$ cat src/rtl/cdb_pkg.sv
// Shared CDB definitions: default tag/value widths and the broadcast message
// layout used by the arbiter, issuer and reservation stations.
package cdb_pkg;

    localparam int TAG_W   = 4;
    localparam int DATA_W  = 8;
    localparam int ROBID_W = 8;

    typedef struct packed {
        logic [TAG_W-1:0]   tag;
        logic [DATA_W-1:0]  val;
        logic [ROBID_W-1:0] robid;
    } cdb_msg_t;

    function automatic int wrap_inc(input int idx, input int n);
        return (idx + 1 >= n) ? 0 : idx + 1;
    endfunction

endpackage

$ cat src/rtl/cdb_arbiter_if.sv
// Functional-unit result handshake and registered CDB broadcast bundle.
// The FUs drive the master side, the arbiter sits on the slave side.
interface cdb_arbiter_if #(
    parameter int FU_COUNT = 8,
    parameter int TAG_W    = cdb_pkg::TAG_W,
    parameter int DATA_W   = cdb_pkg::DATA_W
);
    import cdb_pkg::*;

    logic [FU_COUNT-1:0]                   fu_done_valid;
    logic [FU_COUNT-1:0][TAG_W-1:0]        fu_done_tag;
    logic [FU_COUNT-1:0][DATA_W-1:0]       fu_done_val;
    logic [FU_COUNT-1:0][ROBID_W-1:0]      fu_done_robid;
    logic [FU_COUNT-1:0]                   fu_done_ready;
    logic [FU_COUNT-1:0]                   fus_busy;
    logic                                  cdbtransmit;
    logic [TAG_W-1:0]                      cdbid;
    logic [DATA_W-1:0]                     cdbval;
    logic [ROBID_W-1:0]                    cdbrobid;

    modport master (
        output fu_done_valid, fu_done_tag, fu_done_val, fu_done_robid,
        input  fu_done_ready, fus_busy, cdbtransmit, cdbid, cdbval, cdbrobid
    );

    modport slave (
        input  fu_done_valid, fu_done_tag, fu_done_val, fu_done_robid,
        output fu_done_ready, fus_busy, cdbtransmit, cdbid, cdbval, cdbrobid
    );

endinterface

$ cat src/rtl/cdb_arbiter_rr_arbiter.sv
// Round-robin selector: first set request at or above ptr, wrapping to 0.
module rr_arbiter #(
    parameter int N     = 8,
    parameter int IDX_W = 3
) (
    input  logic [N-1:0]     req,
    input  logic [IDX_W-1:0] ptr,
    output logic [N-1:0]     grant,
    output logic [IDX_W-1:0] winner,
    output logic             any
);

    int idx;

    always_comb begin
        grant  = '0;
        winner = '0;
        any    = 1'b0;
        idx    = 0;
        for (int k = 0; k < N; k++) begin
            idx = int'(ptr) + k;
            if (idx >= N) idx = idx - N;
            if (!any && req[idx]) begin
                any        = 1'b1;
                grant[idx] = 1'b1;
                winner     = IDX_W'(idx);
            end
        end
    end

endmodule

$ cat src/rtl/cdb_arbiter.sv
// Common data bus arbiter: one holding slot per FU, round-robin broadcast.
// Optional macro CDB_BYPASS_EN lets an empty-slot FU win and broadcast directly.
module cdb_arbiter #(
    parameter int FU_COUNT = 8,
    parameter int TAG_W    = cdb_pkg::TAG_W,
    parameter int DATA_W   = cdb_pkg::DATA_W
) (
    input  logic           clk,
    input  logic           rst,
    input  logic           flush,
    cdb_arbiter_if.slave   bus
);
    import cdb_pkg::*;

    localparam int PTR_W = (FU_COUNT > 1) ? $clog2(FU_COUNT) : 1;

    logic [FU_COUNT-1:0]              slot_valid;
    logic [FU_COUNT-1:0][TAG_W-1:0]   slot_tag;
    logic [FU_COUNT-1:0][DATA_W-1:0]  slot_val;
    logic [FU_COUNT-1:0][ROBID_W-1:0] slot_robid;
    logic [PTR_W-1:0]                 rr_ptr;

    logic [FU_COUNT-1:0] req;
    logic [FU_COUNT-1:0] grant;
    logic [FU_COUNT-1:0] handshake;
    logic [PTR_W-1:0]    winner;
    logic                grant_any;

    logic [TAG_W-1:0]    win_tag;
    logic [DATA_W-1:0]   win_val;
    logic [ROBID_W-1:0]  win_robid;

    logic                cdb_tx_q;
    logic [TAG_W-1:0]    cdb_tag_q;
    logic [DATA_W-1:0]   cdb_val_q;
    logic [ROBID_W-1:0]  cdb_robid_q;

`ifdef CDB_BYPASS_EN
    assign req = slot_valid | bus.fu_done_valid;
`else
    assign req = slot_valid;
`endif

    rr_arbiter #(.N(FU_COUNT), .IDX_W(PTR_W)) u_rr (
        .req    (req),
        .ptr    (rr_ptr),
        .grant  (grant),
        .winner (winner),
        .any    (grant_any)
    );

    // A slot that wins this cycle is free again, so its FU may hand over the next result.
    assign bus.fu_done_ready = (rst || flush) ? '0 : (~slot_valid | grant);
    assign bus.fus_busy      = slot_valid;
    assign handshake         = bus.fu_done_valid & bus.fu_done_ready;

    assign bus.cdbtransmit = cdb_tx_q;
    assign bus.cdbid       = cdb_tag_q;
    assign bus.cdbval      = cdb_val_q;
    assign bus.cdbrobid    = cdb_robid_q;

    always_comb begin
        win_tag   = slot_tag[winner];
        win_val   = slot_val[winner];
        win_robid = slot_robid[winner];
`ifdef CDB_BYPASS_EN
        if (!slot_valid[winner]) begin
            win_tag   = bus.fu_done_tag[winner];
            win_val   = bus.fu_done_val[winner];
            win_robid = bus.fu_done_robid[winner];
        end
`endif
    end

    always_ff @(posedge clk) begin
        if (rst) begin
            slot_valid  <= '0;
            rr_ptr      <= '0;
            cdb_tx_q    <= 1'b0;
            cdb_tag_q   <= '0;
            cdb_val_q   <= '0;
            cdb_robid_q <= '0;
        end else if (flush) begin
            slot_valid <= '0;
            cdb_tx_q   <= 1'b0;
        end else begin
            cdb_tx_q <= grant_any;
            if (grant_any) begin
                cdb_tag_q   <= win_tag;
                cdb_val_q   <= win_val;
                cdb_robid_q <= win_robid;
                rr_ptr      <= PTR_W'(wrap_inc(int'(winner), FU_COUNT));
            end
            // A bypassed winner (granted with an empty slot) goes straight out and is not stored.
            for (int i = 0; i < FU_COUNT; i++) begin
                if (handshake[i] && !(grant[i] && !slot_valid[i])) begin
                    slot_valid[i] <= 1'b1;
                    slot_tag[i]   <= bus.fu_done_tag[i];
                    slot_val[i]   <= bus.fu_done_val[i];
                    slot_robid[i] <= bus.fu_done_robid[i];
                end else if (grant[i]) begin
                    slot_valid[i] <= 1'b0;
                end
            end
        end
    end

endmodule

$ cat src/flat_wrapper.sv
// flat-port wrapper written by rule: the top's interface ports become plain ports
module cdb_arbiter_flat import cdb_pkg::*;
#(
    parameter int FU_COUNT = 8,
    parameter int TAG_W    = cdb_pkg::TAG_W,
    parameter int DATA_W   = cdb_pkg::DATA_W
)
  (clk, rst, flush, bus_fu_done_valid, bus_fu_done_tag, bus_fu_done_val, bus_fu_done_robid, bus_fu_done_ready, bus_fus_busy, bus_cdbtransmit, bus_cdbid, bus_cdbval, bus_cdbrobid);
  cdb_arbiter_if #(.FU_COUNT(FU_COUNT), .TAG_W(TAG_W), .DATA_W(DATA_W)) bus_i ();
  input  logic clk;
  input  logic rst;
  input  logic flush;
  input wire logic [$bits(bus_i.fu_done_valid)-1:0] bus_fu_done_valid;
  input wire logic [$bits(bus_i.fu_done_tag)-1:0] bus_fu_done_tag;
  input wire logic [$bits(bus_i.fu_done_val)-1:0] bus_fu_done_val;
  input wire logic [$bits(bus_i.fu_done_robid)-1:0] bus_fu_done_robid;
  output wire logic [$bits(bus_i.fu_done_ready)-1:0] bus_fu_done_ready;
  output wire logic [$bits(bus_i.fus_busy)-1:0] bus_fus_busy;
  output wire logic [$bits(bus_i.cdbtransmit)-1:0] bus_cdbtransmit;
  output wire logic [$bits(bus_i.cdbid)-1:0] bus_cdbid;
  output wire logic [$bits(bus_i.cdbval)-1:0] bus_cdbval;
  output wire logic [$bits(bus_i.cdbrobid)-1:0] bus_cdbrobid;
  assign bus_i.fu_done_valid = bus_fu_done_valid;
  assign bus_i.fu_done_tag = bus_fu_done_tag;
  assign bus_i.fu_done_val = bus_fu_done_val;
  assign bus_i.fu_done_robid = bus_fu_done_robid;
  assign bus_fu_done_ready = bus_i.fu_done_ready;
  assign bus_fus_busy = bus_i.fus_busy;
  assign bus_cdbtransmit = bus_i.cdbtransmit;
  assign bus_cdbid = bus_i.cdbid;
  assign bus_cdbval = bus_i.cdbval;
  assign bus_cdbrobid = bus_i.cdbrobid;
  cdb_arbiter #(.FU_COUNT(FU_COUNT), .TAG_W(TAG_W), .DATA_W(DATA_W)) u_core (.clk(clk), .rst(rst), .flush(flush), .bus(bus_i));
endmodule
$ cat config.mk
export PLATFORM = sky130hd
export DESIGN_NAME = cdb_arbiter_flat
export DESIGN_NICKNAME = d
export VERILOG_FILES = /design/src/rtl/cdb_pkg.sv /design/src/rtl/cdb_arbiter_if.sv /design/src/rtl/cdb_arbiter_rr_arbiter.sv /design/src/rtl/cdb_arbiter.sv /design/src/flat_wrapper.sv
export SDC_FILE = /design/constraint.sdc
export NUM_CORES = 1
export LEC_CHECK = 0
export ABC_AREA = 1
export BUFFER_PORTS_ARGS = -buffer_cell sky130_fd_sc_hd__buf_2
export CORE_MARGIN = 5
export CORE_UTILIZATION = 54
export DETAILED_ROUTE_END_ITERATION = 8
export PLACE_DENSITY = 0.8
export SYNTH_ARGS = -nofsm -noshare
export SYNTH_HDL_FRONTEND = slang
export SYNTH_SLANG_ARGS = --single-unit
$ cat constraint.sdc
create_clock -name clk -period 5.8 [get_ports clk]
set_clock_uncertainty 0.15 [all_clocks]
set_input_delay 0.58 -clock clk [delete_from_list [all_inputs] [get_ports clk]]
set_output_delay 0.58 -clock clk [all_outputs]
set_load 0.02 [all_outputs]
; ---- After elaboration in Yosys (flattened, before gate mapping)
; Index checks and enable logic that the tools add are counted.
[totals]
register_bits = 192
out_inout_bits = 37
[classes]
addsub = 16
n_lt_le_gt_ge = 26
n_mux = 96
bitwise = 12
n_reduce_logical = 73
[ops]
columns = op, count
row1 = "32-bit by 1-bit >= comparator with 1-bit output, second input constant", 8
row2 = "32-bit by 5-bit less-than comparator with 1-bit output, second input constant", 8
row3 = 32-bit two-way mux, 8
row4 = 8-bit two-way mux, 11
row5 = 8-bit OR, 8
row6 = 8-bit binary-select mux with 3-bit select, 2
row7 = 1-bit two-way mux, 48
row8 = "4-bit by 4-bit subtractor with 5-bit output, second input constant", 7
row9 = "4-bit >= comparator, second input constant", 8
row10 = 1-bit logical AND, 31
row11 = 3-bit two-way mux, 9
row12 = 1-bit binary-select mux with 3-bit select, 8
row13 = 1-bit demux with 3-bit select, 8
row14 = 3-bit AND reduction, 8
row15 = 1-bit logical NOT, 23
row16 = "3-bit by 3-bit adder with 4-bit output, second input constant", 4
row17 = 2-bit nonzero test, 8
row18 = 4-bit binary-select mux with 3-bit select, 1
row19 = "3-bit by 1-bit adder with 4-bit output, second input constant", 2
row20 = "3-bit by 2-bit adder with 4-bit output, second input constant", 2
row21 = 8-bit bitwise AND, 1
row22 = 8-bit NOT, 1
row23 = "3-bit by 4-bit subtractor with 5-bit output, second input constant", 1
row24 = "3-bit by 4-bit >= comparator with 1-bit output, second input constant", 1
row25 = other kinds (6), 7

; ---- Depth between registers and ports, before layout
; Gate-level depths: netlist of the first run.
[depth]
depth_word = 32
ltp_mapped = 23
ltp_nobuf = 21

; ---- By module
; From an unflattened synthesis of the first run, not the netlist that was laid out.
[unflattened]
cells_unflattened = 1063
area_unflattened_um2 = 9414.0
[by_module_without_submodules]
columns = mod, n_inst, cells_each, area_per_inst_um2, seq_area_each_um2
row1 = cdb_arbiter, 1, 745, 7821.3, 5445.2
row2 = rr_arbiter, 1, 318, 1592.8, 0.0

; ---- Least setup slack after synthesis of the first run
; OpenSTA, ideal clock, no wires.
[synth_path]
kind = flip-flop to flip-flop
startpoint = register u_core.rr_ptr[0]
endpoint = register u_core.slot_robid[16] in the netlist's numbering (enable)
setup_ns = 0.397
arrival_ns = 3.577
required_time_ns = 5.253
slack_ns = 1.677
stages_incl_launch_ff = 19
path_buffers = 2
period_less_slack_ns = 4.123
path_cell_list = dfxtp_1 -> inv_2 -> buf_6 -> clkbuf_1 -> ha_1 -> inv_1 -> nand3_1 -> nand3_1 -> nand2_2 -> nor2_4 -> nand4_2 -> nor2_2 -> nand2_1 -> nor2_1 -> nand2_1 -> nand4_1 -> or2_2 -> nand2_1 -> nor2_1
[synth_between]
elab_chain_cells = 32
elab_cells_between_ends = 138
cone_classes = add/sub (15) / order compare (24) / mux (64) / bitwise (9) / reduce/logical (26)
[synth_lines]
columns = element, line_no
row1 = start: declaration, cdb_arbiter.sv:21  ; logic [PTR_W-1:0] rr_ptr;
row2 = start signal: assignment, cdb_arbiter.sv:92  ; rr_ptr <= PTR_W'(wrap_inc(int'(winner), FU_COUNT));
row3 = branches (longest 26 deep; another with 32-bit by 1-bit >= comparator with 1-bit output), -
row4 = 8-bit two-way mux (*), cdb_arbiter_rr_arbiter.sv:23  ; if (!any && req[idx]) begin
row5 = 8-bit OR, cdb_arbiter.sv:53  ; assign bus.fu_done_ready = (rst || flush) ? '0 : (~slot_valid | grant);
row6 = 8-bit two-way mux, cdb_arbiter.sv:53
row7 = 8-bit bitwise AND, cdb_arbiter.sv:55  ; assign handshake = bus.fu_done_valid & bus.fu_done_ready;
row8 = 1-bit logical AND (*), cdb_arbiter.sv:96  ; if (handshake[i] && !(grant[i] && !slot_valid[i])) begin
row9 = 3-bit AND reduction (no line) (*), -
row10 = end signal: indexed assignment, cdb_arbiter.sv:100  ; slot_robid[i] <= bus.fu_done_robid[i];
row11 = end: declaration, cdb_arbiter.sv:20  ; logic [FU_COUNT-1:0][ROBID_W-1:0] slot_robid;
; Mark *: on every way between the ends. The select of a mux whose other input is x is not followed.
; A chain may end at the register's enable or synchronous reset.

; ---- Worst setup path in the final report of the first run
[layout_path]
startpoint = register u_core.rr_ptr[1]
endpoint = output bus_fu_done_ready[4]
[layout_between]
elab_chain_cells = 29
elab_cells_between_ends = 133
cone_classes = add/sub (15) / order compare (24) / mux (64) / bitwise (8) / reduce/logical (22)
[layout_lines]
columns = element, line_no
row1 = branches (longest 26 deep; another with 32-bit by 1-bit >= comparator with 1-bit output), -
row2 = 8-bit two-way mux (*), cdb_arbiter_rr_arbiter.sv:23
row3 = 8-bit OR (*), cdb_arbiter.sv:53
row4 = 8-bit two-way mux (*), cdb_arbiter.sv:53
row5 = end: declaration, flat_wrapper.sv:17  ; output wire logic [$bits(bus_i.fu_done_ready)-1:0] bus_fu_done_ready;
; Marked as above.

==> results, run 1 <==
- The met2 wirelength from detailed routing is about 14000 µm.
- The most numerous cell on the critical path is sky130_fd_sc_hd__nand2_1.
- The count of distinct cell types in the synthesized netlist is 34.
- Walking the worst path, the cells encountered are inv_2 > ha_1 > inv_1 > nand3_1 > nand3_1 > nand2_2 > nor2_4 > nand4_2 > nor2_2 > nand2_1 > nor2_1 > nand2_1 > nand4_1 > or2_2 > nand2_1 > inv_1 > buf_2.
- Sorting the synthesized cells by area gives the leading types as sky130_fd_sc_hd__edfxtp_1 53%, sky130_fd_sc_hd__nand3_1 14%, sky130_fd_sc_hd__nand2_1 11%, sky130_fd_sc_hd__dfxtp_1 7.0%, sky130_fd_sc_hd__inv_1 2.6%.
- The H-tree was split into 4 levels.
- The wire length per cell after detailed routing is approximately 20 µm.
- The required arrival time at the worst endpoint is between 5 and 6 ns.
- The launching element type of the critical path is a flop.
- The run finished with clean final reports.
- Across the run, the number of max-cap violations was 0.
- The routed design uses about 2400 µm of met3 wire.
- The area overhead of the layout relative to synthesis is 20.4%.
- The tree is rooted in a sky130_fd_sc_hd__clkbuf_16.
- The async set-or-reset flop fraction in the synthesized netlist is 0.
- The number of DRC markers in iteration 0 is between 900 and 1000.
- The ratio of final minimum period to clock period is 0.885.
- The total setup buffers inserted after CTS is 0.
- The buffers plus inverters on the worst setup path is 4.
- The sequential standard cell area is 5450 µm².
- The final count of pins violating max slew was 0.
- In the routed layout, each cell is associated on average with a via count of around 5.7.
- The delay of the slowest cell on the worst path is approximately 0.58 ns.
- STA classifies the critical path endpoint as an output port.
- The cell count after synthesis came out at approximately 980.
- The number of warnings issued by yosys is 0.
- The mean instance size in the synthesized netlist is 9.35 µm².
- The sink count of the clock tree is between 150 and 200.
- The die is around 140 µm tall.
- Along the worst path, the maximum fanout reaches 15.
- For the worst-skew pair, the clock arrives at the later sink with an insertion delay of roughly 0.44 ns.
- The final net count is 1351.
- The worst hold-check slack is ~0.16 ns.
- After detailed routing, the number of remaining DRC violations is 0.
- In this run the top signal layer used is met5.
- The cell type group with the largest total delay on the critical path is simple AND/OR/NAND/NOR gates.
- The final total negative setup slack is 0 ns.
- The effective utilization at floorplan is 0.550.
- The transition time at the pin with the least slew margin is around 0.9 ns.
- Buffers placed on the I/O ports in this run total just over 200.
- The number of global-route vias before repair is around 8000.
- Setup violations remaining at the end of the flow were counted as 0.
- The post-route met1 wirelength is a little over 10000 µm.
- The multi-input combinational cells in the finished layout cover a total of between 3000 and 4000 µm².
- The post-cts gate resize count is 0.
- The flop-to-flop setup slack is 0.88 ns.
- The core outline area is ~17000 µm².
- Setup repair after global routing left no endpoint under its margin.
- The number of hold-repair buffers added at the cts stage is 0.
- The global-route congestion overflow total is 0.
- The cell type contributing the most total cell area after synthesis is sky130_fd_sc_hd__edfxtp_1.
- For this run, the register share of the synthesized area comes to 0.597.
- The die covers 19600 µm².
- In this run, synthesis inferred 160 flip-flops with an integrated enable.
- The synthesis-stage register bit count is between 150 and 200.
- The total count of hold-check failures in the final report is 0.
- Data on the critical path arrives at its endpoint at roughly 4.4 ns.
- The final routed wirelength across all metal layers is 28200 µm.
- The number of search-and-repair iterations in the first detailed-routing pass is 6.
- The dominant register cell in the synthesized netlist is sky130_fd_sc_hd__edfxtp_1.
- When the netlist entered floorplanning its net count stood at 1155.
- Clock-pin slew was measured on the worst setup and hold paths at 0.08 ns.
- The placed wire-length estimate is 19900 µm.
- Of the cells placed in the final design, the portion with a size suffix greater than 1 is 0.253.
- The path type of the worst setup path is flop to output port.
- The proportion of netlist area held by the largest area contributor is 0.527.
- The initial antenna violation count was 3.
- The CTS tree is done.
- The maximum clock path buffer count is 2.
- During I/O placement, the number of pins put on the boundary was 208.
- The remaining antenna violation count after routing is 0.
- The cell area after technology mapping is between 9000 and 10000 µm².
- The total routing resource utilization after global routing is 0.283.
- The most numerous cell in the Yosys netlist is sky130_fd_sc_hd__nand2_1.
- The maximum number of pins on one net before global-route repair is just over 80.
- Routability-driven placement finished with a final weighted congestion of about 1.
- The slowest library cell on the worst path is sky130_fd_sc_hd__dfxtp_1.
- The smallest clock period supported by the final layout is computed as 5.13 ns.
- The tightest min-delay check is of the input port to flop type.
- For this run, the top clock speed supported by timing is ~190 MHz.
- After filler insertion, the fill cell instance count of the layout stands at around 1300.
- Clock tree synthesis inserted a total of 17 buffers.
- The die is 140 µm wide.
- The worst slew margin relative to its limit is 0.415.
- After synthesis, the most frequently instantiated cells are 278 x sky130_fd_sc_hd__nand2_1, 256 x sky130_fd_sc_hd__nand3_1, 160 x sky130_fd_sc_hd__edfxtp_1, 64 x sky130_fd_sc_hd__inv_1, 35 x sky130_fd_sc_hd__buf_2.
- The row count is 47.
- For this block, the via count after detailed routing is 7998.
- The first global-routing pass estimated between 40000 and 50000 µm of wire.
==> cells by family (layout without fill, tap and decap cells) <==
family	after synthesis	after routing	synth area share
AO/OA/AOI/OAI	38	38	0.0229
adder cells (fa/ha/maj)	9	9	0.0124
buffers and inverters	122	331	0.0579
flip-flops	192	192	0.597
other	0	1	0
AND/OR/NAND/NOR	614	614	0.309
==> placed cells by master, fill, tap and decap left out, types with 11 or more instances in the layout <==
cell type,instances
sky130_fd_sc_hd__dfxtp_1,32
sky130_fd_sc_hd__nand3_1,256
sky130_fd_sc_hd__buf_2,207
sky130_fd_sc_hd__buf_4,20
sky130_fd_sc_hd__nor2_1,14
sky130_fd_sc_hd__nand2_1,278
sky130_fd_sc_hd__clkbuf_16,17
sky130_fd_sc_hd__nor2_2,11
sky130_fd_sc_hd__inv_1,64
sky130_fd_sc_hd__a21oi_1,22
sky130_fd_sc_hd__edfxtp_1,160
sky130_fd_sc_hd__nor3_1,17
==> worst register-to-register path: cells and delay by family, from the launching register on <==
| family | cells | cell delay [ns] |
|---|---|---|
| buf+inv | 6 | 1.62 |
| simple gates | 9 | 1.25 |
| fa+ha+maj | 2 | 0.94 |
| flops | 1 | 0.58 |
| compound gates | 2 | 0.26 |
==> worst paths after layout <==
path	from	to	cells after the start
worst max-delay path	u_core.rr_ptr[1]	bus_fu_done_ready[4]	17
worst min-delay path	bus_fu_done_robid[15]	u_core.slot_robid[15]	1
worst max register to register	u_core.rr_ptr[1]	u_core.rr_ptr[1]	19
worst min register to register	u_core.bus.cdbrobid[1]	u_core.bus.cdbrobid[1]	4
==> metal layers <==
layer	up-vias	track usage
met5	-	0
met2	455	0.483
met3	85	0.0528
met1	3714	0.352
met4	4	0.129
li1	3740	-
==> registers in the layout, indices dropped and copies added, names as in the netlist <==
name,count
u_core.rr_ptr,3
u_core.bus.fus_busy,8
u_core.bus.cdbval,8
u_core.slot_robid,64
u_core.slot_val,64
u_core.bus.cdbid,4
u_core.bus.cdbtransmit,1
u_core.slot_tag,32
u_core.bus.cdbrobid,8
==> through the flow <==
stage | setup slack, ns | utilization | instance area, µm² | instances
after floorplan | 1.68 | - | 9120 | 975
after global placement | 1.25 | 0.625 | 10400 | 1372
after detailed placement | 1.05 | 0.625 | 10400 | 1372
after CTS | 0.789 | 0.662 | 11000 | 1404
after global routing | 0.392 | 0.662 | 11000 | 1405
final | 0.668 | 0.662 | 11000 | 1405
==> area by class of cell <==
| class | count | share of cell area |
|---|---|---|
| sequential | 192 | 0.496 |
| timing repair buffer | 227 | 0.108 |
| antenna | 1 | 0.000228 |
| inverter | 72 | 0.0246 |
| multi-input combinational | 661 | 0.290 |
| tap | 220 | 0.0251 |
| clock inverter | 15 | 0.0176 |
| clock buffer | 17 | 0.0388 |
Power of run 1 is left out: the tool's default activity adds up to more than one toggle a clock period on the data nets, which glitch-free logic cannot reach.
==> inputs of run 2 (changes only) <==
--- a/config.mk
+++ b/config.mk
@@ -6,11 +6,13 @@
 export NUM_CORES = 1
 export LEC_CHECK = 0
 export ABC_AREA = 1
-export BUFFER_PORTS_ARGS = -buffer_cell sky130_fd_sc_hd__buf_2
+export BUFFER_PORTS_ARGS = -buffer_cell sky130_fd_sc_hd__buf_4
 export CORE_MARGIN = 5
-export CORE_UTILIZATION = 54
+export CORE_UTILIZATION = 55
+export CTS_CLUSTER_SIZE = 24
 export DETAILED_ROUTE_END_ITERATION = 8
-export PLACE_DENSITY = 0.8
+export PLACE_DENSITY = 0.81
 export SYNTH_ARGS = -nofsm -noshare
 export SYNTH_HDL_FRONTEND = slang
+export SYNTH_HIERARCHICAL = 1
 export SYNTH_SLANG_ARGS = --single-unit
==> run 2 against run 1 <==
Against the previous run:
- global-route usage about the same
- final area up 7.1%
- synthesized area up 3.3%
- sequential share of layout area down 3.3 points
- die area up 1.3%
- clock-buffer cell count up 1
- worst setup slack better by 0.65 ns
- hold slack about the same
- non-clock buffer count up 5
- maximum frequency up 15%
- largest cell class unchanged
==> results, run 2 <==
- The flow ran to the end, and the final reports show no timing, DRC or antenna violations.
- The total routing resource utilization after global routing is 0.284.
- The first global-routing pass estimated ~43000 µm of wire.
- around 210 I/O pins were placed.
- The number of antenna repair diodes is 0.
- Measured in cells, the most critical reg-to-reg path has a length of 19.
- In the final routed layout, each cell accounts on average for roughly 19 µm.
- The via-per-instance ratio is 5.43.
- The most common cell in the synthesized netlist is sky130_fd_sc_hd__nand2_1.
- The arrival time of data at the critical path endpoint is 3.75 ns.
- The post-cts gate resize count is 0.
- Setup violations remaining at the end of the flow were counted as 0.
- The global-route congestion overflow total is 0.
- The source-to-sink clock delay at the later pin of the worst-skew pair is ~0.44 ns.
- The type of destination of the critical path is an output port.
- The final net count is 1445.
- The number of maximum-capacitance constraint violations is 0.
- The final design instance area without fill is 11800 µm².
- The power density of the placed cells is 635 nW/µm².
- After detailed routing, the number of remaining DRC violations is 0.
- The post-layout minimum cycle time is approximately 4.5 ns.
- Dividing the synthesized area by the synthesized cell count gives 8.86 µm².
- The number of instances in the placed design is about 1500.
- The synthesized design contains between 150 and 200 register bits.
- Input and output buffers added on the ports amount to slightly above 200.
- The buffers plus inverters on the worst setup path is 7.
- The largest fanout on the critical path is 21.
- Traced cell by cell, the critical path runs through inv_2 > ha_1 > inv_1 > buf_4 > nand3_1 > nand2_1 > nand2_1 > nand2_1 > nand4_4 > nor2_4 > buf_4 > nand4_1 > nand3_1 > inv_1 > nand2_1 > nand2_1 > inv_1 > buf_4.
- Counting buffers and inverters, the worst setup path is 18 cells deep.
- Derived from the worst setup path, the maximum achievable clock frequency is about 220 MHz.
- The delay of the slowest cell on the worst path is 0.51 ns.
- Yosys printed 6 warnings.
- The worst slew margin relative to its limit is 0.379.
- The gate count of the mapped netlist is about 1100.
- The final count of pins violating max slew is 0.
- The total setup buffers inserted after CTS is 0.
- The number of non-filler instances in the completed layout is ~1500.
- Entering global routing, the biggest net connects 81 pins.
- After synthesis, the cell types taking the most area are sky130_fd_sc_hd__edfxtp_1 51%, sky130_fd_sc_hd__nand2_1 12%, sky130_fd_sc_hd__nand3_1 8.6%, sky130_fd_sc_hd__dfxtp_1 6.8%, sky130_fd_sc_hd__inv_1 5.9%.
- The clock net in this run drives a total of 192 sinks.
- Among all stages on the critical path, the largest delay is contributed by sky130_fd_sc_hd__ha_1.
- The area overhead of the layout relative to synthesis is 24.9%.
- The initial antenna violation count is 0.
- The effective utilization at floorplan is 0.564.
- The maximum clock path buffer count is 2.
- The count of distinct cell types in the synthesized netlist is 30.
- The ratio of final minimum period to clock period is 0.773.
- The commonest cells after synthesis are 302 x sky130_fd_sc_hd__nand2_1, 161 x sky130_fd_sc_hd__nand3_1, 160 x sky130_fd_sc_hd__edfxtp_1, 149 x sky130_fd_sc_hd__inv_1, 50 x sky130_fd_sc_hd__nor2_1.
- The count of nets left with antenna violations once routing finished came out at 0.
- The library cell used as clock root buffer is sky130_fd_sc_hd__clkbuf_16.
- Setup total negative slack on the finished layout was measured at 0 ns.
- The floorplan step defined a core boundary enclosing ~17000 µm².
- The tightest min-delay check is of the input port to flop type.
- The analysis attributes to cell leakage a power of ~5.3 nW.
- The placed wire-length estimate is ~21000 µm.
- The launch instance of the worst register-to-register path is u_core/rr_ptr[1].
- The last weighted congestion value of the routability-driven placer is 0.918.
- The number of synthesized flops with an enable pin is 160.
- The number of global-route vias before repair is just over 8000.
- The cell type contributing the most total cell area after synthesis is sky130_fd_sc_hd__edfxtp_1.
- The total count of hold-check failures in the final report is 0.
- The number of hold-repair buffers added at the cts stage is 0.
- The most numerous cell type found on the critical path is sky130_fd_sc_hd__nand2_1.
- In the layout the commonest cells are 302 x sky130_fd_sc_hd__nand2_1, 231 x sky130_fd_sc_hd__buf_4, 160 x sky130_fd_sc_hd__nand3_1, 160 x sky130_fd_sc_hd__edfxtp_1, 149 x sky130_fd_sc_hd__inv_1.
- The flop-to-flop setup slack is about 1.5 ns.
- The proportion of layout cells with a drive suffix above 1 is 0.239.
- The peak supply drop is between 700 and 800 µV.
- The first routing iteration left between 800 and 900 violations.
- For the worst setup path, the data required time is roughly 5.1 ns.
- The final routed wirelength across all metal layers is about 28000 µm.
- The worst register-to-register path ends at u_core/bus.cdbrobid[2].
- The number of search-and-repair iterations in the first detailed-routing pass is 5.
- In this design, the largest share of critical-path delay is due to simple AND/OR/NAND/NOR gates.
- The worst setup path endpoint is bus_fu_done_ready[5].
- From left edge to right edge, the die measures roughly 140 µm.
- The count of vias placed by the detailed router is between 8000 and 9000.
- After synthesis, the share of flip-flops with an asynchronous set or reset is 0.
- Setup repair after global routing left no endpoint under its margin.
- The transition time at the pin with the least slew margin is slightly above 0.9 ns.
- Of the synthesized area, sequential elements account for 0.578.
- The die is 141 µm tall.
- The CTS H-tree depth is 4.
- The instance area at placement is between 10000 and 15000 µm².
- The largest registers in the layout are u_core/slot_robid x64, u_core/slot_val x64, u_core/slot_tag x32.
- Tracing the worst setup path back leads to its startpoint at u_core/rr_ptr[1].
- The floorplan step defined a die boundary enclosing roughly 20000 µm².
- The dominant register cell in the synthesized netlist is sky130_fd_sc_hd__edfxtp_1.
- The CTS tree is done.
- Counting every net in the synthesized netlist gives roughly 1200.
- The path type of the worst setup path is flop to output port.
- Buffers inserted during clock tree synthesis total 17.
- The proportion of netlist area held by the largest area contributor is 0.510.
- Summing every instance area after synthesis gives approximately 9400 µm².
- The library cell used most frequently in the layout, excluding fill and tap cells, is sky130_fd_sc_hd__nand2_1.
- The floorplan has 47 rows.
- STA classifies the critical path startpoint as a flop.
- The clock edge transition at the registers on the reported setup and hold paths is 0.08 ns.
run 2: stage by stage:
stage                     setup slack (ns)  power [mW]   util  hold slack, ns
after floorplan                       1.89        5.01      -           0.349
after global placement                1.65        6.19  0.669           0.372
after detailed placement              1.57        6.26  0.669           0.378
after CTS                             1.35        7.43  0.704           0.151
after global routing                  1.10        7.96  0.704           0.148
final                                 1.32        7.46  0.704           0.158
run 2: area by class of cell:
cell class / count / area (µm²)
multi-input combinational: 660 / 3090
timing repair buffer: 232 / 1750
inverter: 162 / 611
tap: 220 / 275
clock buffer: 18 / 429
sequential: 192 / 5450
clock inverter: 14 / 154
fill: 1313 / 4940
run 2: metal layers:
layer / vias to the layer above / track usage / wire (µm)
li1: 3875 / - / -
met1: 3756 / 0.328 / 10100
met2: 419 / 0.505 / 14700
met3: 82 / 0.0576 / 2190
met4: 0 / 0.135 / 1240
met5: - / 0 / 0
run 2: worst min path at each step:
stage,to,cells past startpoint,from,slack (ns)
floorplan,u_core/rr_ptr[1],2,u_core/rr_ptr[1],0.35
global placement,u_core/bus.cdbval[2],2,u_core/bus.cdbval[2],0.37
detailed placement,u_core/bus.cdbval[2],2,u_core/bus.cdbval[2],0.38
CTS,u_core/slot_val[30],1,bus_fu_done_val[30],0.15
global route,u_core/slot_robid[29],1,bus_fu_done_robid[29],0.15
finish,u_core/slot_robid[17],1,bus_fu_done_robid[17],0.16
run 2: worst reg2reg max path, cell delays in order (launching register included):
cell and delay [ns]:
sky130_fd_sc_hd__dfxtp_1 0.35, sky130_fd_sc_hd__inv_2 0.10, sky130_fd_sc_hd__ha_1 0.51, sky130_fd_sc_hd__inv_1 0.23, sky130_fd_sc_hd__buf_4 0.24, sky130_fd_sc_hd__nand3_1 0.09
sky130_fd_sc_hd__nand2_1 0.11, sky130_fd_sc_hd__nand2_1 0.06, sky130_fd_sc_hd__nand2_1 0.18, sky130_fd_sc_hd__nand4_4 0.25, sky130_fd_sc_hd__nor2_4 0.17, sky130_fd_sc_hd__buf_4 0.25
sky130_fd_sc_hd__nand4_1 0.11, sky130_fd_sc_hd__nand3_1 0.20, sky130_fd_sc_hd__buf_4 0.28, sky130_fd_sc_hd__inv_1 0.39, sky130_fd_sc_hd__nand3_1 0.25, sky130_fd_sc_hd__nand3_1 0.16
sky130_fd_sc_hd__nand2_1 0.09, sky130_fd_sc_hd__a21oi_1 0.06
run 2: kinds of logic after synthesis:
group,count (synthesis),share of synthesized area
flip-flops,192,0.578
buffers and inverters,211,0.0968
AND/OR/NAND/NOR,582,0.275
XOR/XNOR,2,0.00186
AO/OA/AOI/OAI,67,0.0362
adder cells (fa/ha/maj),9,0.0120
run 2: power by group:
part | switching [mW] | internal (mW)
Clock | 0.578 | 0.581
Combinational | 3.19 | 1.35
Sequential | 0.0857 | 1.68
Total | 3.85 | 3.61
Power figures use the tool's default switching activity.
==> inputs of run 3 (changes only) <==
--- a/config.mk
+++ b/config.mk
@@ -8,10 +8,10 @@
 export ABC_AREA = 1
 export BUFFER_PORTS_ARGS = -buffer_cell sky130_fd_sc_hd__buf_4
 export CORE_MARGIN = 5
-export CORE_UTILIZATION = 55
+export CORE_UTILIZATION = 49
 export CTS_CLUSTER_SIZE = 24
 export DETAILED_ROUTE_END_ITERATION = 8
-export PLACE_DENSITY = 0.81
+export PLACE_DENSITY = 0.76
 export SYNTH_ARGS = -nofsm -noshare
 export SYNTH_HDL_FRONTEND = slang
 export SYNTH_HIERARCHICAL = 1
==> constraint.sdc (replaced) <==
create_clock -name clk -period 3.9 [get_ports clk]
set_clock_uncertainty 0.15 [all_clocks]
set_input_delay 0.39 -clock clk [delete_from_list [all_inputs] [get_ports clk]]
set_output_delay 0.39 -clock clk [all_outputs]
set_load 0.02 [all_outputs]
==> run 3 against run 2 <==
Against the previous run:
- worst setup slack worse by 1.1 ns
- highest routed layer unchanged
- first-iteration DRC count up 38%
- sequential power up 49%
- sequential cell count unchanged
- combinational power up 66%
- non-clock buffer count up 167
- global-route usage up 2.3 points
- final area up 16%
- register-to-register slack worse by 1.2 ns
- wire length up 21%
- hold slack worse by 0.13 ns
==> results, run 3 (synthesized netlist as in run 2, its figures left out) <==
- The fmax is 274 MHz.
- For the worst setup path, the data required time is approximately 4.1 ns.
- The ratio of final minimum period to clock period is 0.937.
- The last weighted congestion value of the routability-driven placer is 0.973.
- The worst-case setup margin in the final layout is between 0.2 and 0.25 ns.
- Counting the buffers created by CTS gives 17.
- The number of DRC markers in iteration 0 is between 1000 and 1500.
- The final total negative setup slack is 0 ns.
- The width of the die is about 150 µm.
- Total power for the finished layout comes to 11.9 mW.
- The peak supply drop is 1240 µV.
- The delay of the slowest cell on the worst path is 0.35 ns.
- The total of buffers placed on input and output ports is 207.
- The count of boundary I/O pins is 208.
- The slowest stage of the critical path is the sky130_fd_sc_hd__buf_12 cell.
- The library cell used as clock root buffer is sky130_fd_sc_hd__clkbuf_16.
- For this block, the via count after detailed routing is 9384.
- Clock-pin slew was measured on the worst setup and hold paths at roughly 0.080 ns.
- The final layout contains routed wiring with a total length of 34300 µm.
- The post-placement worst setup slack is roughly 0.19 ns.
- At the pin with the least slew margin, the transition time is between 0.9 and 1 ns.
- The CTS tree is done.
- In this run the power density over the cells is about 870 nW/µm².
- The final setup violation count is 0.
- The proportion of layout cells with a drive suffix above 1 is 0.223.
- The total count of hold-check failures in the final report is 0.
- Traced cell by cell, the critical path runs through inv_2 > ha_1 > or2_1 > nand2_2 > inv_2 > nand2_1 > nand2_1 > nand4_4 > nor2_2 > nand4_1 > nand3_4 > buf_12 > nand2_1 > nand3_1 > nand2_1 > inv_1 > nand2_1 > a21oi_1.
- The buffers plus inverters on the worst setup path is 4.
- The flop-to-flop setup slack is 0.25 ns.
- The cell type group with the largest total delay on the critical path is simple AND/OR/NAND/NOR gates.
- The maximum clock path buffer count is 2.
- The worst path needs about 3.7 ns of the cycle, external delays included.
- The floorplan step defined a die boundary enclosing 22100 µm².
- Counting the fill cells in the layout gives 1198.
- The source-to-sink clock delay at the later pin of the worst-skew pair is between 0.4 and 0.5 ns.
- Setup repair after global routing left no endpoint under its margin.
- For this run, the total global-route usage over all layers was measured as 0.307.
- The tree built by TritonCTS fans out to about 190 sinks.
- From bottom edge to top edge, the die measures ~150 µm.
- Dividing the detail-routed wire length by the instance count gives approximately 20 µm.
- In this run the worst path has a maximum fanout of just over 80.
- Measured against its own limit, the worst slew margin works out to 0.349.
- The row count is 50.
- In this run the worst hold path is classified as input port to flop.
- The area overhead of the layout relative to synthesis is 45.0%.
- The type of destination of the critical path is a flop.
- The placed wire-length estimate is 20300 µm.
- STA classifies the critical path startpoint as a flop.
- The multi-input gate area in the final layout is around 3100 µm².
- The number of search-and-repair iterations in the first detailed-routing pass is 6.
- The global-route wire length before repair is around 52000 µm.
- The global-route congestion overflow total is 0.
- The number of global-route vias before repair is 9508.
- The final net count is roughly 1600.
- The initial antenna violation count is 0.
- The core outline area is roughly 19000 µm².
- The most numerous cell on the critical path is sky130_fd_sc_hd__nand2_1.
- Across the run, the number of max-cap violations was 0.
- The sequential standard cell area is about 5400 µm².
- For this configuration, the core starts out at a cell density of 0.500.
- For this design the static power due to leakage is ~6.1 nW.
- At the end of the flow the core is filled with cells to 0.725.
- The arrival time of data at the critical path endpoint is 3.87 ns.
- The leading cell type in the layout, fill and taps excluded is sky130_fd_sc_hd__nand2_1.
- The flow ran to the end, and the final reports show no timing, DRC or antenna violations.
- The H-tree was split into 4 levels.
- The final count of pins violating max slew is 0.
- The via-per-instance ratio is ~5.5.
- The worst setup path is of the flop to flop kind.
- The library cells used most frequently in the layout, excluding fill and tap cells, are 301 x sky130_fd_sc_hd__nand2_1, 226 x sky130_fd_sc_hd__buf_4, 160 x sky130_fd_sc_hd__dlygate4sd3_1, 160 x sky130_fd_sc_hd__edfxtp_1, 159 x sky130_fd_sc_hd__nand3_1.
- The maximum number of pins on one net before global-route repair is 84.
- The largest registers in the layout are u_core/slot_robid x64, u_core/slot_val x64, u_core/slot_tag x32.
- The remaining antenna violation count after routing is 0.
- In the routed design, unresolved DRC markers number 0.
[run 3: changes by cell type in the layout (fill, tap and decap cells not counted), sizes merged]
cell | before | now
dlygate4sd3 | 0 | 160
buf | 232 | 239
nor2 | 57 | 59
clkbuf | 18 | 17
clkinvlp | 1 | 2
diode | 0 | 1
[run 3: final timing paths]
path,from,end,cells after the start
max,u_core/rr_ptr[1],u_core/bus.cdbrobid[2],18
max reg2reg,u_core/rr_ptr[1],u_core/bus.cdbrobid[2],18
min reg2reg,u_core/bus.cdbval[4],u_core/bus.cdbval[4],2
min,rst,u_core/rr_ptr[1],2
[run 3: cell type report]
type / count / area share
Clock inverter: 14 / 0.0115
Timing Repair inverter: 1 / 0.000550
Antenna cell: 1 / 0.000183
Timing Repair Buffer: 399 / 0.259
Inverter: 162 / 0.0450
Tap cell: 260 / 0.0238
Sequential cell: 192 / 0.399
Clock buffer: 17 / 0.0312
Multi-Input combinational cell: 662 / 0.230
[run 3: repair_timing]
action                                  in CTS  in global routing
endpoints found under the setup margin       0                 29
hold buffers                               159                  1
gates resized for setup                      0                 16
endpoints found under the hold margin      159                  1
buffers inserted                             0                  4
[run 3: through the flow]
| step | area [µm²] | hold slack [ns] | instances |
|---|---|---|---|
| finish | 13700 | 0.0243 | 1708 |
| global route | 13700 | 0.00562 | 1707 |
| CTS | 13500 | 0.00254 | 1699 |
| detailed placement | 11400 | 0.384 | 1509 |
| global placement | 11400 | 0.370 | 1509 |
| floorplan | 9430 | 0.309 | 1063 |
[run 3: worst register-to-register path: cells and delay by family, from the launching register on]
kind            cells  cell delay, ns
buf+inv             4            0.79
compound gates      1            0.12
flops               1            0.32
simple gates       12            1.99
fa+ha+maj           1            0.21
[run 3: where the power goes]
part | total [mW] | internal [mW] | switching (mW)
clock | 1.76 | 0.867 | 0.892
sequential | 2.64 | 2.51 | 0.134
combinational | 7.53 | 2.28 | 5.25
[run 3: layer usage]
| metal | wire, µm | GRT usage | vias up |
|---|---|---|---|
| met4 | 1760 | 0.144 | 0 |
| met1 | 11600 | 0.352 | 4360 |
| met5 | 0 | 0 | - |
| li1 | - | - | 4224 |
| met2 | 17500 | 0.537 | 651 |
| met3 | 3410 | 0.0783 | 149 |
